`config.mk`:
```
export PLATFORM = sky130hd
export DESIGN_NAME = seq_mul_unit
export DESIGN_NICKNAME = d
export VERILOG_FILES = /design/src/rtl/seq_mul_unit_pkg.sv /design/src/rtl/seq_mul_unit_twos_negate.sv /design/src/rtl/seq_mul_unit.sv
export SDC_FILE = /design/constraint.sdc
export NUM_CORES = 1
export LEC_CHECK = 0
export ABC_CLOCK_PERIOD_IN_PS = 6300
export CAP_MARGIN = 20
export CORE_MARGIN = 3
export CORE_UTILIZATION = 64
export DETAILED_ROUTE_END_ITERATION = 12
export HOLD_SLACK_MARGIN = 0.06
export PLACE_DENSITY_LB_ADDON = 0.25
export SLEW_MARGIN = 0
export SYNTH_ARGS = -nofsm -noshare
export SYNTH_HDL_FRONTEND = slang
export SYNTH_SLANG_ARGS = --single-unit
```
`constraint.sdc`:
```
create_clock -name clk -period 6.3 [get_ports clk]
set_input_delay 0.945 -clock clk [delete_from_list [all_inputs] [get_ports clk]]
set_output_delay 0.945 -clock clk [all_outputs]
set_load 0.005 [all_outputs]
```
`src/rtl/seq_mul_unit_pkg.sv`:
```
// Shared encodings for the iterative shift-add multiplier.
package seq_mul_unit_pkg;

   localparam int unsigned DefDataWidth = 32;

   // RV32M multiply flavours as carried on mul_op
   localparam logic [1:0] MUL_LO  = 2'b00;
   localparam logic [1:0] MULH_SS = 2'b01;
   localparam logic [1:0] MULH_SU = 2'b10;
   localparam logic [1:0] MULH_UU = 2'b11;

   typedef enum logic [1:0] {
      StIdle   = 2'b00,
      StCalc   = 2'b01,
      StFinish = 2'b10
   } mul_state_e;

endpackage

```
`src/rtl/seq_mul_unit_twos_negate.sv`:
```
// Conditional two's-complement negator; passes din through when en is low.
module twos_negate #(
   parameter int unsigned WIDTH = 64
) (
   input  logic [WIDTH-1:0] din,
   input  logic             en,
   output logic [WIDTH-1:0] dout
);

   always_comb begin
      dout = din;
      if (en) dout = (~din) + WIDTH'(1);
   end

endmodule

```
`src/rtl/seq_mul_unit.sv`:
```
// Iterative shift-add multiplier: one partial product per cycle on operand magnitudes,
// sign restored on the full double-width product in the finish cycle.
module seq_mul_unit
   import seq_mul_unit_pkg::*;
#(
   parameter int unsigned DATA_WIDTH = DefDataWidth,
   parameter int unsigned CNT_WIDTH  = 6
) (
   input  logic                  clk,
   input  logic                  rst_n,
   input  logic                  start,
   input  logic [1:0]            mul_op,
   input  logic [DATA_WIDTH-1:0] op_a,
   input  logic [DATA_WIDTH-1:0] op_b,
   output logic                  busy,
   output logic                  done,
   output logic [DATA_WIDTH-1:0] result
);

   localparam int unsigned W = DATA_WIDTH;
   localparam logic [CNT_WIDTH-1:0] LastIter = CNT_WIDTH'(DATA_WIDTH - 1);

   mul_state_e         state_q;
   logic [1:0]         op_q;
   logic               neg_q;
   logic [W-1:0]       mcand_q;
   logic [W-1:0]       mplier_q;
   logic [2*W-1:0]     acc_q;
   logic [CNT_WIDTH-1:0] cnt_q;

   logic               a_neg, b_neg;
   logic [W-1:0]       mag_a, mag_b;
   logic [W-1:0]       addend;
   logic [W:0]         sum;
   logic [2*W-1:0]     product;

   // Only operands interpreted as signed contribute a sign
   assign a_neg = ((mul_op == MULH_SS) || (mul_op == MULH_SU)) && op_a[W-1];
   assign b_neg = (mul_op == MULH_SS) && op_b[W-1];

   twos_negate #(.WIDTH(W)) u_mag_a (
      .din  (op_a),
      .en   (a_neg),
      .dout (mag_a)
   );

   twos_negate #(.WIDTH(W)) u_mag_b (
      .din  (op_b),
      .en   (b_neg),
      .dout (mag_b)
   );

   twos_negate #(.WIDTH(2 * W)) u_prod (
      .din  (acc_q),
      .en   (neg_q),
      .dout (product)
   );

   assign addend = mplier_q[0] ? mcand_q : '0;
   assign sum    = {1'b0, acc_q[2*W-1:W]} + {1'b0, addend};

   always_ff @(posedge clk or negedge rst_n) begin
      if (!rst_n) begin
         state_q  <= StIdle;
         op_q     <= MUL_LO;
         neg_q    <= 1'b0;
         mcand_q  <= '0;
         mplier_q <= '0;
         acc_q    <= '0;
         cnt_q    <= '0;
         busy     <= 1'b0;
         done     <= 1'b0;
         result   <= '0;
      end else begin
         unique case (state_q)
            StIdle: begin
               done <= 1'b0;
               if (start) begin
                  op_q     <= mul_op;
                  mcand_q  <= mag_a;
                  mplier_q <= mag_b;
                  neg_q    <= a_neg ^ b_neg;
                  acc_q    <= '0;
                  cnt_q    <= '0;
                  busy     <= 1'b1;
                  state_q  <= StCalc;
               end else begin
                  busy <= 1'b0;
               end
            end
            StCalc: begin
               // Carry of the add becomes the new MSB; low bits settle into the lower half
               acc_q    <= {sum, acc_q[W-1:1]};
               mplier_q <= mplier_q >> 1;
               cnt_q    <= cnt_q + CNT_WIDTH'(1);
               if (cnt_q == LastIter) state_q <= StFinish;
            end
            StFinish: begin
               result  <= (op_q == MUL_LO) ? product[W-1:0] : product[2*W-1:W];
               done    <= 1'b1;
               state_q <= StIdle;
            end
            default: state_q <= StIdle;
         endcase
      end
   end

endmodule
```
Yosys cells after proc, flatten, opt, wreduce, memory -nomap -nowiden
Index checks and enable logic that the tools add are counted.
{"block": "totals", "in_bits": 69, "reg_bits": 173, "output_inout_bits": 34}
{"block": "classes", "muxes": 16, "add_sub_neg": 5, "n_reduce_logical": 10, "eq_ne": 7, "n_bitwise": 4}
{"cell": "$mux 32", "n": 5}
{"cell": "$mux 64", "n": 2}
{"cell": "$pmux 64 s2", "n": 1}
{"cell": "$add 32x1->32 const B", "n": 2}
{"cell": "$add 64x1->64 const B", "n": 1}
{"cell": "$not 32->32", "n": 2}
{"cell": "$not 64->64", "n": 1}
{"cell": "$pmux 32 s2", "n": 1}
{"cell": "$add 32x32->33", "n": 1}
{"cell": "$pmux 6 s2", "n": 1}
{"cell": "$add 6x1->6 const B", "n": 1}
{"cell": "$eq 6x5->1 const B", "n": 1}
{"cell": "$mux 6", "n": 1}
{"cell": "$reduce_and 2->1", "n": 3}
{"cell": "$eq 2x1->1 const B", "n": 2}
{"cell": "$eq 2x2->1 const B", "n": 2}
{"cell": "$logic_not 2->1", "n": 2}
{"cell": "$mux 2", "n": 2}
{"cell": "$ne 2x2->1 const B", "n": 2}
{"cell": "$pmux 2 s2", "n": 1}
{"cell": "$reduce_bool 2->1", "n": 2}
{"cell": "$logic_and 1x1->1", "n": 2}
{"cell": "$pmux 1 s2", "n": 1}
{"cell": "$logic_or 1x1->1", "n": 1}
{"cell": "other kinds (2)", "n": 2}

Longest topological paths before layout
{"block": "logic_depth", "ltp_word": 5, "mapped_depth": 12, "mapped_depth_nobuf": 11}

Hierarchy
A second synthesis with hierarchy kept.
{"block": "hier_totals", "cells_unflattened": 1443, "hier_area_um2": 12258.0}
{"module": "seq_mul_unit", "area_per_inst_um2": 9054.9, "cells_each": 1039, "n_inst": 1}
{"module": "twos_negate (u_prod)", "area_per_inst_um2": 1649.1, "cells_each": 206, "n_inst": 1}
{"module": "twos_negate (u_mag_a ...)", "area_per_inst_um2": 777.0, "cells_each": 99, "n_inst": 2}

Worst setup path after synthesis
No wires, ideal clock.
{"block": "synth_path", "kind": "input to register", "start": "input port op_b[0]", "end": "register mplier_q[30]", "slack_ns": 3.253, "required_time_ns": 6.169, "t_arrival_ns": 2.915, "setup_ns": 0.131, "cell_stages": 9, "path_cell_list": "inv_1 -> ha_1 -> or4b_2 -> nor4_2 -> nor2b_4 -> nand2_1 -> nor4_2 -> mux2i_1 -> o21ai_1"}
{"block": "synth_via", "elab_chain_len": 5}
{"element": "start, declared", "line": "seq_mul_unit.sv:14", "source": "input logic [DATA_WIDTH-1:0] op_b,"}
{"element": "$not 32->32", "line": "seq_mul_unit_twos_negate.sv:12", "source": "if (en) dout = (~din) + WIDTH'(1);"}
{"element": "$add 32x1->32", "line": "seq_mul_unit_twos_negate.sv:12"}
{"element": "$mux 32", "line": "seq_mul_unit_twos_negate.sv:12"}
{"element": "$mux 32", "line": "seq_mul_unit.sv:78", "source": "if (start) begin"}
{"element": "$pmux 32 s2", "line": "seq_mul_unit.sv:75", "source": "unique case (state_q)"}
{"element": "end signal, assigned", "line": "seq_mul_unit.sv:81", "source": "mplier_q <= mag_b;"}
{"element": "end signal, assigned", "line": "seq_mul_unit.sv:94", "source": "mplier_q <= mplier_q >> 1;"}
{"element": "end, declared", "line": "seq_mul_unit.sv:27", "source": "logic [W-1:0] mplier_q;"}
Every way passes these cells. The select of a mux whose other input is x is not followed.
A chain may end at the register's enable or synchronous reset.

Worst setup path in the final report
{"block": "layout_path", "start": "register mplier_q[0]", "end": "register acc_q[59]"}
{"block": "layout_via", "elab_chain_len": 3}
{"element": "$mux 32", "line": "seq_mul_unit.sv:59", "source": "assign addend = mplier_q[0] ? mcand_q : '0;"}
{"element": "$add 32x32->33", "line": "seq_mul_unit.sv:60", "source": "assign sum = {1'b0, acc_q[2*W-1:W]} + {1'b0, addend};"}
{"element": "$pmux 64 s2", "line": "seq_mul_unit.sv:75"}
{"element": "end signal, assigned", "line": "seq_mul_unit.sv:93", "source": "acc_q <= {sum, acc_q[W-1:1]};"}
{"element": "end, declared", "line": "seq_mul_unit.sv:28", "source": "logic [2*W-1:0] acc_q;"}
Every way passes these cells.

==> reports/metrics.csv <==
metric;value;unit
synth_cells;1396;
fin_util;76.2;%
netlist_top_cells_area;dfrtp_1, o21ai_0, nand2_1;
finalClockSkew;0.00939;ns
grt_max_degree;108;
hold_buffers;0;
cts_setup_buffers;0;
numPortBuffers;102;
synthArstFlopShare;100;%
swShare;43.8;%
yosysUniqueCellTypes;70;
synth_top_area_share;37.3;%
drive_above_1_share;4.84;%
cts_tree;done;
synth_ff_type;dfrtp_1;
start_util;66.2;%
maxCapViolations;0;
whs;0.464;ns
status;completed;
grt-ovfl-total;0;
multiInputGateArea;6930;µm²
cts_buffers;17;
final_cell_mix;nand2_1, o21ai_0, dfrtp_1;
clockPowerShare;19.9;%
drt_iter0_markers;1228;
final.setup.tns;0;ns
synth_warnings;0;
dr.pass1.iters;6;
finalNonFillerCells;1692;
final-setup-viol-count;0;
syn_avg_cell_area;8.31;µm²
fin_crit_sh;56.4;%
hpwl;21900;µm
fillers;1333;
max_freq;282;MHz
rr_startpoint;mplier_q[0]$_DFFE_PN0P_;
slew_headroom;32.0;%
maxSlewViolCount;0;
syn_area;11600;µm²
rows;48;
clk-insertion-delay-late;0.44;ns
grt_pass1_vias;9976;
pwr-share-seq;34.9;%
ioPinCount;103;
cellLeakagePower;5.40;nW
hold_class;flip-flop to flip-flop;
clockBufferDepth;2;
cts_htree_levels;4;
cp.required;6.59;ns
p_int;3.17;mW
period_needed;3.55;ns
critPathArrivalTime;3.84;ns
drc;0;
synth_top_area_cell;dfrtp_1;
diodes;0;
worstMarginPinSlew;1.02;ns
power.density;423;nW/µm²
ys_ff_latch;173;
post_drt_wl_per_cell;18.5;µm
seq_area;4330;µm²
clkSlewWorstSetupHoldPaths;0.07;ns
rsz0062_at_grt;no;
wl;31300;µm
final_nets;1561;
pwr-share-comb;45.2;%
synth_nets;1503;
cp_max_fo;33;
end_kind;flip-flop;
clock-root-buffer;clkbuf_16;
p_sw;2.48;mW
grt_usage;31.7;%
finalHoldViolCount;0;
die_area;19800;µm²
via_per_inst;6.49;
antenna_left;0;
grt_pass1_wl;51400;µm
vias;11000;
grt_antenna_before_repair;0;
clock_sinks;173;
critical_path_class;flip-flop to flip-flop;
die_h;141;µm
critPathLaunch;mplier_q[0]$_DFFE_PN0P_;
die_w;141;µm
area_growth;15.1;%
peakVddDrop;0.243;mV
layout_commonest_cell;nand2_1;
ys_seq_area_share;37.3;%
hp-start;result[9]$_DFFE_PN0P_;
gp_congestion;0.941;
post-place-cells;1660;
crit_path_start_kind;flip-flop;
synth_edf_count;0;
core-area;17500;µm²
post_cts_resized;0;
[final timing paths]
check                                          endpoint  cells past startpoint  slack [ns]
worst max register to register    acc_q[59]$_DFFE_PN0P_                     11        2.75
worst min-delay path              result[9]$_DFFE_PN0P_                      2        0.46
max in group asynchronous       mcand_q[15]$_DFFE_PN0P_                      2        4.65
worst max-delay path              acc_q[59]$_DFFE_PN0P_                     11        2.75
min in group asynchronous          cnt_q[4]$_DFFE_PN0P_                      1        0.60
worst min register to register    result[9]$_DFFE_PN0P_                      2        0.46
[logic make-up (layout without fill, tap and decap cells)]
kind of cell    after synthesis  in the layout  share of synthesized area, %
xor+xnor                    123            123                          9.28
fa+ha+maj                    38             38                          4.16
compound gates              443            443                          23.5
buf+inv                      97            168                          3.16
simple gates                507            507                          21.3
flops                       173            173                          37.3
mux                          15             15                          1.29
[through the flow]
stage / worst slack (ns) / power (mW) / area (µm²)
floorplan: 3.25 / 3.74 / 11600
global placement: 2.53 / 4.36 / 12700
detailed placement: 2.40 / 4.43 / 12700
CTS: 2.77 / 5.59 / 13400
global route: 2.40 / 6.05 / 13400
finish: 2.75 / 5.65 / 13400
[sequential cells by signal (all words and copies together) (netlist names)]
name	flops
acc_q	64
mcand_q	32
mplier_q	32
result	32
cnt_q	6
op_q	2
state_q	2
busy	1
done	1
neg_q	1
[cell usage after synthesis (5+ instances only)]
master / n
nand2_1: 213
o21ai_0: 190
dfrtp_1: 173
nor2_1: 85
a21oi_1: 81
clkbuf_1: 66
xnor2_1: 63
xor2_1: 60
and2_1: 39
ha_1: 37
o31ai_1: 31
nand3_1: 30
nor3_1: 30
a22oi_1: 26
or3_1: 23
inv_1: 22
mux2i_1: 15
o41ai_1: 15
a22o_1: 13
a31oi_1: 13
nand4_1: 13
or4_1: 13
nor2b_1: 10
nor4_1: 10
a21o_1: 9
o211ai_1: 8
and3_1: 7
buf_1: 7
nand2b_1: 7
or2_2: 7
a211oi_1: 6
o221ai_1: 6
o21a_1: 5
[cell type report]
class	count	share of cell area (%)
Clock buffer	18	3.29
Clock inverter	14	1.39
Inverter	22	0.618
Multi-Input combinational cell	1126	51.9
Sequential cell	173	32.4
Tap cell	225	2.11
Timing Repair Buffer	114	8.33
[worst max-delay path, stage by stage, from the launching register on]
cell       delay (ns)
dfrtp_1          0.80
and2_1           0.25
ha_1             0.16
inv_1            0.06
fa_1             0.40
nor2b_1          0.17
o2111ai_1        0.14
a31oi_1          0.47
o21ai_0          0.31
o21ai_0          0.39
xnor2_1          0.16
o21ai_0          0.09
[metal layers]
layer	global-route usage, %	wire (µm)
met3	4.48	2290
met4	11.5	934
met5	0	0
met2	49.3	14400
met1	45.6	13700
[power groups by stage]
stage                     logic (mW)  registers [mW]  clock network, mW
after floorplan                 1.96            1.78                  0
after global placement          2.42            1.94                  0
after detailed placement        2.47            1.96                  0
after CTS                       2.51            1.95               1.13
after global routing            2.85            2.02               1.17
final                           2.55            1.97               1.13
Power figures use the tool's default switching activity.
